==> config.mk <==
export PLATFORM = sky130hd
export DESIGN_NAME = note_arbiter
export DESIGN_NICKNAME = d
export VERILOG_FILES = /design/src/rtl/note_arbiter.sv
export SDC_FILE = /design/constraint.sdc
export NUM_CORES = 1
export LEC_CHECK = 0
export CORE_MARGIN = 1
export CORE_UTILIZATION = 40
export CTS_BUF_LIST = sky130_fd_sc_hd__clkbuf_4
export CTS_CLUSTER_SIZE = 14
export DETAILED_ROUTE_END_ITERATION = 12
export PLACE_DENSITY = 0.59
export SLEW_MARGIN = 5
export SYNTH_ARGS = -nofsm -noshare
export SYNTH_HDL_FRONTEND = slang
export SYNTH_SLANG_ARGS = --single-unit
==> constraint.sdc <==
create_clock -name clk_100M -period 3.3 [get_ports clk_100M]
set_input_delay 0.66 -clock clk_100M [delete_from_list [all_inputs] [get_ports clk_100M]]
set_output_delay 0.66 -clock clk_100M [all_outputs]
set_load 0.02 [all_outputs]
==> src/rtl/note_arbiter.sv <==
// note_arbiter
//   Folds the seven debounced piano keys and the octave buttons into one
//   (octave, note) pair for the single-voice tone generator.
//   Last-pressed key wins. Once every key is up, the note keeps sounding for
//   RELEASE_CYCLES clock cycles and then goes silent.
//   All outputs are registered, and a key change shows up one edge later.
module note_arbiter #(
  parameter int          RELEASE_CYCLES = 25_000_000, // sustain length, >= 1
  parameter int          CNT_W          = 25,         // 2**CNT_W > RELEASE_CYCLES
  parameter logic [2:0]  DEFAULT_OCT    = 3'd3        // octave after reset
) (
  input  logic       clk_100M,
  input  logic       rst,
  input  logic [6:0] keys,     // bit0 = C .. bit6 = B, 1 = pressed
  input  logic       oct_up,   // single-cycle pulse
  input  logic       oct_dn,   // single-cycle pulse
  output logic [2:0] octave,
  output logic [2:0] note,     // 0 = silent, 1..7 = C..B
  output logic       active
);

  typedef enum logic [1:0] {
    S_IDLE,
    S_PLAY,
    S_RELEASE
  } state_t;

  // Last count of the sustain. When rcnt_q reaches this value the voice
  // goes silent on the next edge, so the sustain lasts RELEASE_CYCLES edges.
  localparam logic [CNT_W-1:0] RCNT_LAST = CNT_W'(RELEASE_CYCLES - 1);

  state_t           state_q, state_d;
  logic [6:0]       keys_q;
  logic [CNT_W-1:0] rcnt_q, rcnt_d;
  logic [2:0]       note_q, note_d;
  logic [2:0]       octave_q, octave_d;
  logic             active_q, active_d;
  logic [6:0]       press;

  // Returns the note code (index + 1) of the lowest set bit, or 0 if no bit
  // is set. C has the highest priority.
  function automatic logic [2:0] lowest_note(input logic [6:0] v);
    logic [2:0] n;
    n = 3'd0;
    for (int i = 6; i >= 0; i--) begin
      if (v[i]) n = 3'(i + 1);
    end
    return n;
  endfunction

  // Returns the key mask that belongs to a note code. Code 0 gives an empty
  // mask.
  function automatic logic [6:0] note_mask(input logic [2:0] n);
    logic [6:0] m;
    m = 7'd0;
    for (int i = 0; i < 7; i++) begin
      if (n == 3'(i + 1)) m[i] = 1'b1;
    end
    return m;
  endfunction

  // A key counts as a new press on the cycle its level rises.
  assign press = keys & ~keys_q;

  // Next-state logic for the voice: state, note and the sustain counter.
  always_comb begin
    // NOTE: every signal gets a default value before the case statement.
    // Without it, any path that does not assign a signal would infer a latch.
    state_d = state_q;
    note_d  = note_q;
    rcnt_d  = rcnt_q;

    unique case (state_q)
      S_IDLE: begin
        rcnt_d = '0;
        if (press != 7'd0) begin
          state_d = S_PLAY;
          note_d  = lowest_note(press);
        end
      end

      S_PLAY: begin
        rcnt_d = '0;
        if (press != 7'd0) begin
          // A new press beats any release in the same cycle. Re-pressing the
          // current key gives the same code, so the note stays the same.
          note_d = lowest_note(press);
        end else if (keys == 7'd0) begin
          state_d = S_RELEASE;
        end else if ((keys & note_mask(note_q)) == 7'd0) begin
          // The sounding key was let go but other keys are still held.
          note_d = lowest_note(keys);
        end
      end

      S_RELEASE: begin
        if (press != 7'd0) begin
          state_d = S_PLAY;
          note_d  = lowest_note(press);
          rcnt_d  = '0;
        end else if (rcnt_q == RCNT_LAST) begin
          state_d = S_IDLE;
          note_d  = 3'd0;
          rcnt_d  = '0;
        end else begin
          rcnt_d = rcnt_q + 1'b1;
        end
      end

      default: begin
        state_d = S_IDLE;
        note_d  = 3'd0;
        rcnt_d  = '0;
      end
    endcase

    // active is derived from the next note, so the two registers always agree.
    active_d = (note_d != 3'd0);
  end

  // Octave counter. It saturates at 0 and 7 and ignores the voice state.
  always_comb begin
    octave_d = octave_q;
    if (oct_up && !oct_dn && (octave_q != 3'd7)) begin
      octave_d = octave_q + 3'd1;
    end else if (oct_dn && !oct_up && (octave_q != 3'd0)) begin
      octave_d = octave_q - 3'd1;
    end
  end

  // State and output registers. rst is synchronous and overrides every input.
  always_ff @(posedge clk_100M) begin
    // NOTE: sequential state uses non-blocking assignments only. Every
    // register then samples the values from before the edge, so the order of
    // the statements below does not matter.
    if (rst) begin
      state_q  <= S_IDLE;
      keys_q   <= 7'd0;
      rcnt_q   <= '0;
      note_q   <= 3'd0;
      active_q <= 1'b0;
      octave_q <= DEFAULT_OCT;
    end else begin
      state_q  <= state_d;
      keys_q   <= keys;
      rcnt_q   <= rcnt_d;
      note_q   <= note_d;
      active_q <= active_d;
      octave_q <= octave_d;
    end
  end

  assign octave = octave_q;
  assign note   = note_q;
  assign active = active_q;

endmodule
==> metrics.yaml <==
ys_warn_count: 0
drive_above_1_share_pct: 7.84
synth_top_cell_area_share_pct: 40.1
port_buffers: 17
synth_most_common_cell: "nor2_1"
num-nets-final: 280
dr.pass1.iters: 4
viasPerCell: 5.11
die_w_um: 73.5
grt-ovfl-total: 0
powerDensity_nw_per_um2: 414
clockBufferDepth: 2
ir_drop_v: 0.000179
min_period_over_period_pct: 77.9
synth_edf_count: 0
relSlewSlack_pct: 63.9
grt_pass1_wl_mm: 7.02
cts_buffers: 5
critPathKind: "reg2reg"
yosysSeqAreaShare_pct: 40.1
fin_tns_setup_ns: 0
rows: 25
hold_path.class: "reg2reg"
diodes: 0
syn_area_sq_um: 2040
cts_resized: 0
rsz0062_at_grt: "false"
grt_pass1_vias: 1554
ios: 18
ctsHoldBuffers: 0
r2r_end: "active"
fmax_ghz: 0.389
vias: 1712
p_leak_nw: 0.803
post_cts_buffers: 0
setup_viol_count_final: 0
cts_tree: "done"
holdPathStages: 1
dpl.hpwl_mm: 2.93
holdWs_ns: 0.476
ys_ff_latch: 41
grt_max_degree: 26
tightestPinTransition_ns: 0.536
fin_skew_ns: 0.0171
clk_latency_ns: 0.36
finalCriticalPeriod_ns: 2.57
final_cell_count_no_fill: 335
synthCells: 246
synthesis.nets: 259
min_from: "rcnt_q[0]"
post-place-cells: 327
cts_root_buffer: "clkbuf_4"
gp_congestion: 0.800
reg2reg_from: "rcnt_q[0]"
slew_viol_final: 0
die_h_um: 73.5
critPathLaunchType: "register"
drt_iter0_drc: 123
drcViolationCount: 0
async_reset_ff_share_pct: 0
critical_path_required_ns: 3.55
synth_common_cells: "49 x nor2_1, 41 x dfxtp_1, 14 x nand3_1, 14 x xor2_1, 13 x nand2_1"
ff2ff_setup_slack_ns: 0.73
track_usage_pct: 16.9
core_sq_um: 4820
area_growth_pct: 16.1
synthTopCellsByArea: "dfxtp_1 40%, nor2_1 9.0%, xor2_1 6.0%"
drtAntennaViolNets: 0
hold_path_end: "rcnt_q[0]"
yosysUniqueCellTypes: 44
fin_total_pwr_mw: 0.983
syn_area_per_cell_sq_um: 8.31
final_util_pct: 49.3
hold_viol: 0
crit_arrival_ns: 2.82
rr_worst_depth: 7
cts_sinks: 41
initial_core_util_pct: 42.4
clk_pin_slew_worst_paths_ns: 0.12
maxCapViolations: 0
status: "completed"
synthFlopType: "dfxtp_1"
dieArea_sq_um: 5400
antenna_found_initial: 0
crit_path_max_fanout: 5
end_kind: "register"
htreeDepth: 2
yosys.area.top_type: "dfxtp_1"
wl_mm: 4.06
wire_per_inst_um: 12.1
==> routing by layer <==
layer	global-route usage (%)	vias up	share of wire, %
met5	0	-	0
li1	-	897	-
met2	22.9	26	40
met3	5.21	8	3.4
met4	6.62	0	1.7
met1	24.6	781	55
==> how the worst max path moves through the flow <==
stage / start / endpoint / slack, ns / cells past startpoint
after global routing: rcnt_q[0] / active / 0.64 / 7
after global placement: keys[5] / active / 0.45 / 7
final: rcnt_q[0] / active / 0.73 / 7
after detailed placement: keys[3] / active / 0.44 / 7
after CTS: rcnt_q[0] / active / 0.72 / 7
after floorplan: rcnt_q[0] / active / 0.90 / 7
==> sequential cells by signal (all words and copies together) (netlist names) <==
signal and count:
octave 3, note 3, rcnt_q 25, keys_q 7
state_q 2, active 1
==> where the power goes <==
part,switching (mW),leakage (nW),internal (mW),total (mW)
registers,0.0187,0.334,0.510,0.528
clock network,0.169,0.0389,0.157,0.326
logic,0.0651,0.430,0.0636,0.129
total,0.253,0.803,0.730,0.983
==> stage by stage <==
| stage | area, sq um | setup WS [ns] |
|---|---|---|
| finish | 2370 | 0.730 |
| global route | 2370 | 0.635 |
| CTS | 2370 | 0.716 |
| detailed placement | 2290 | 0.440 |
| global placement | 2290 | 0.450 |
| floorplan | 2040 | 0.905 |
==> critical path: stages (launching register included) <==
cell	delay [ns]
dfxtp_1	0.39
ha_1	0.23
and4_4	0.26
nand4_1	0.12
or4_4	0.57
a41o_2	0.28
a311o_2	0.32
or3_1	0.30
==> cells by family after synthesis <==
kind of cell	synth area share, %
and+or+nand+nor	32.8
DFF	40.1
AOI/OAI and AO/OA	10.1
xor gates and xnor gates	9.85
buffers and inverters	2.94
muxes	2.57
adders and majority gates	1.59
==> layout make-up <==
type	count	area, sq um
fillers	495	2440
multi-input cells	190	1160
flip-flops and latches	41	821
repair buffers	20	193
well taps	67	83.8
clock inverters	3	41.3
clock buffers	5	37.5
inverters	9	33.8
==> layout by cell type, fill, tap and decap left out, types with 5 or more instances in the layout <==
master / instances
xor2_1: 14
inv_1: 9
o21ai_0: 5
xnor2_1: 9
nand3_1: 14
nor3_1: 7
clkdlybuf4s50_1: 17
nand2_1: 13
nor2b_1: 12
dfxtp_1: 41
nor4_1: 6
nor2_1: 49
nand4_1: 8
clkbuf_4: 5
nand2b_1: 5
a21oi_1: 10
Note: power is estimated with default switching activity, not from simulation.
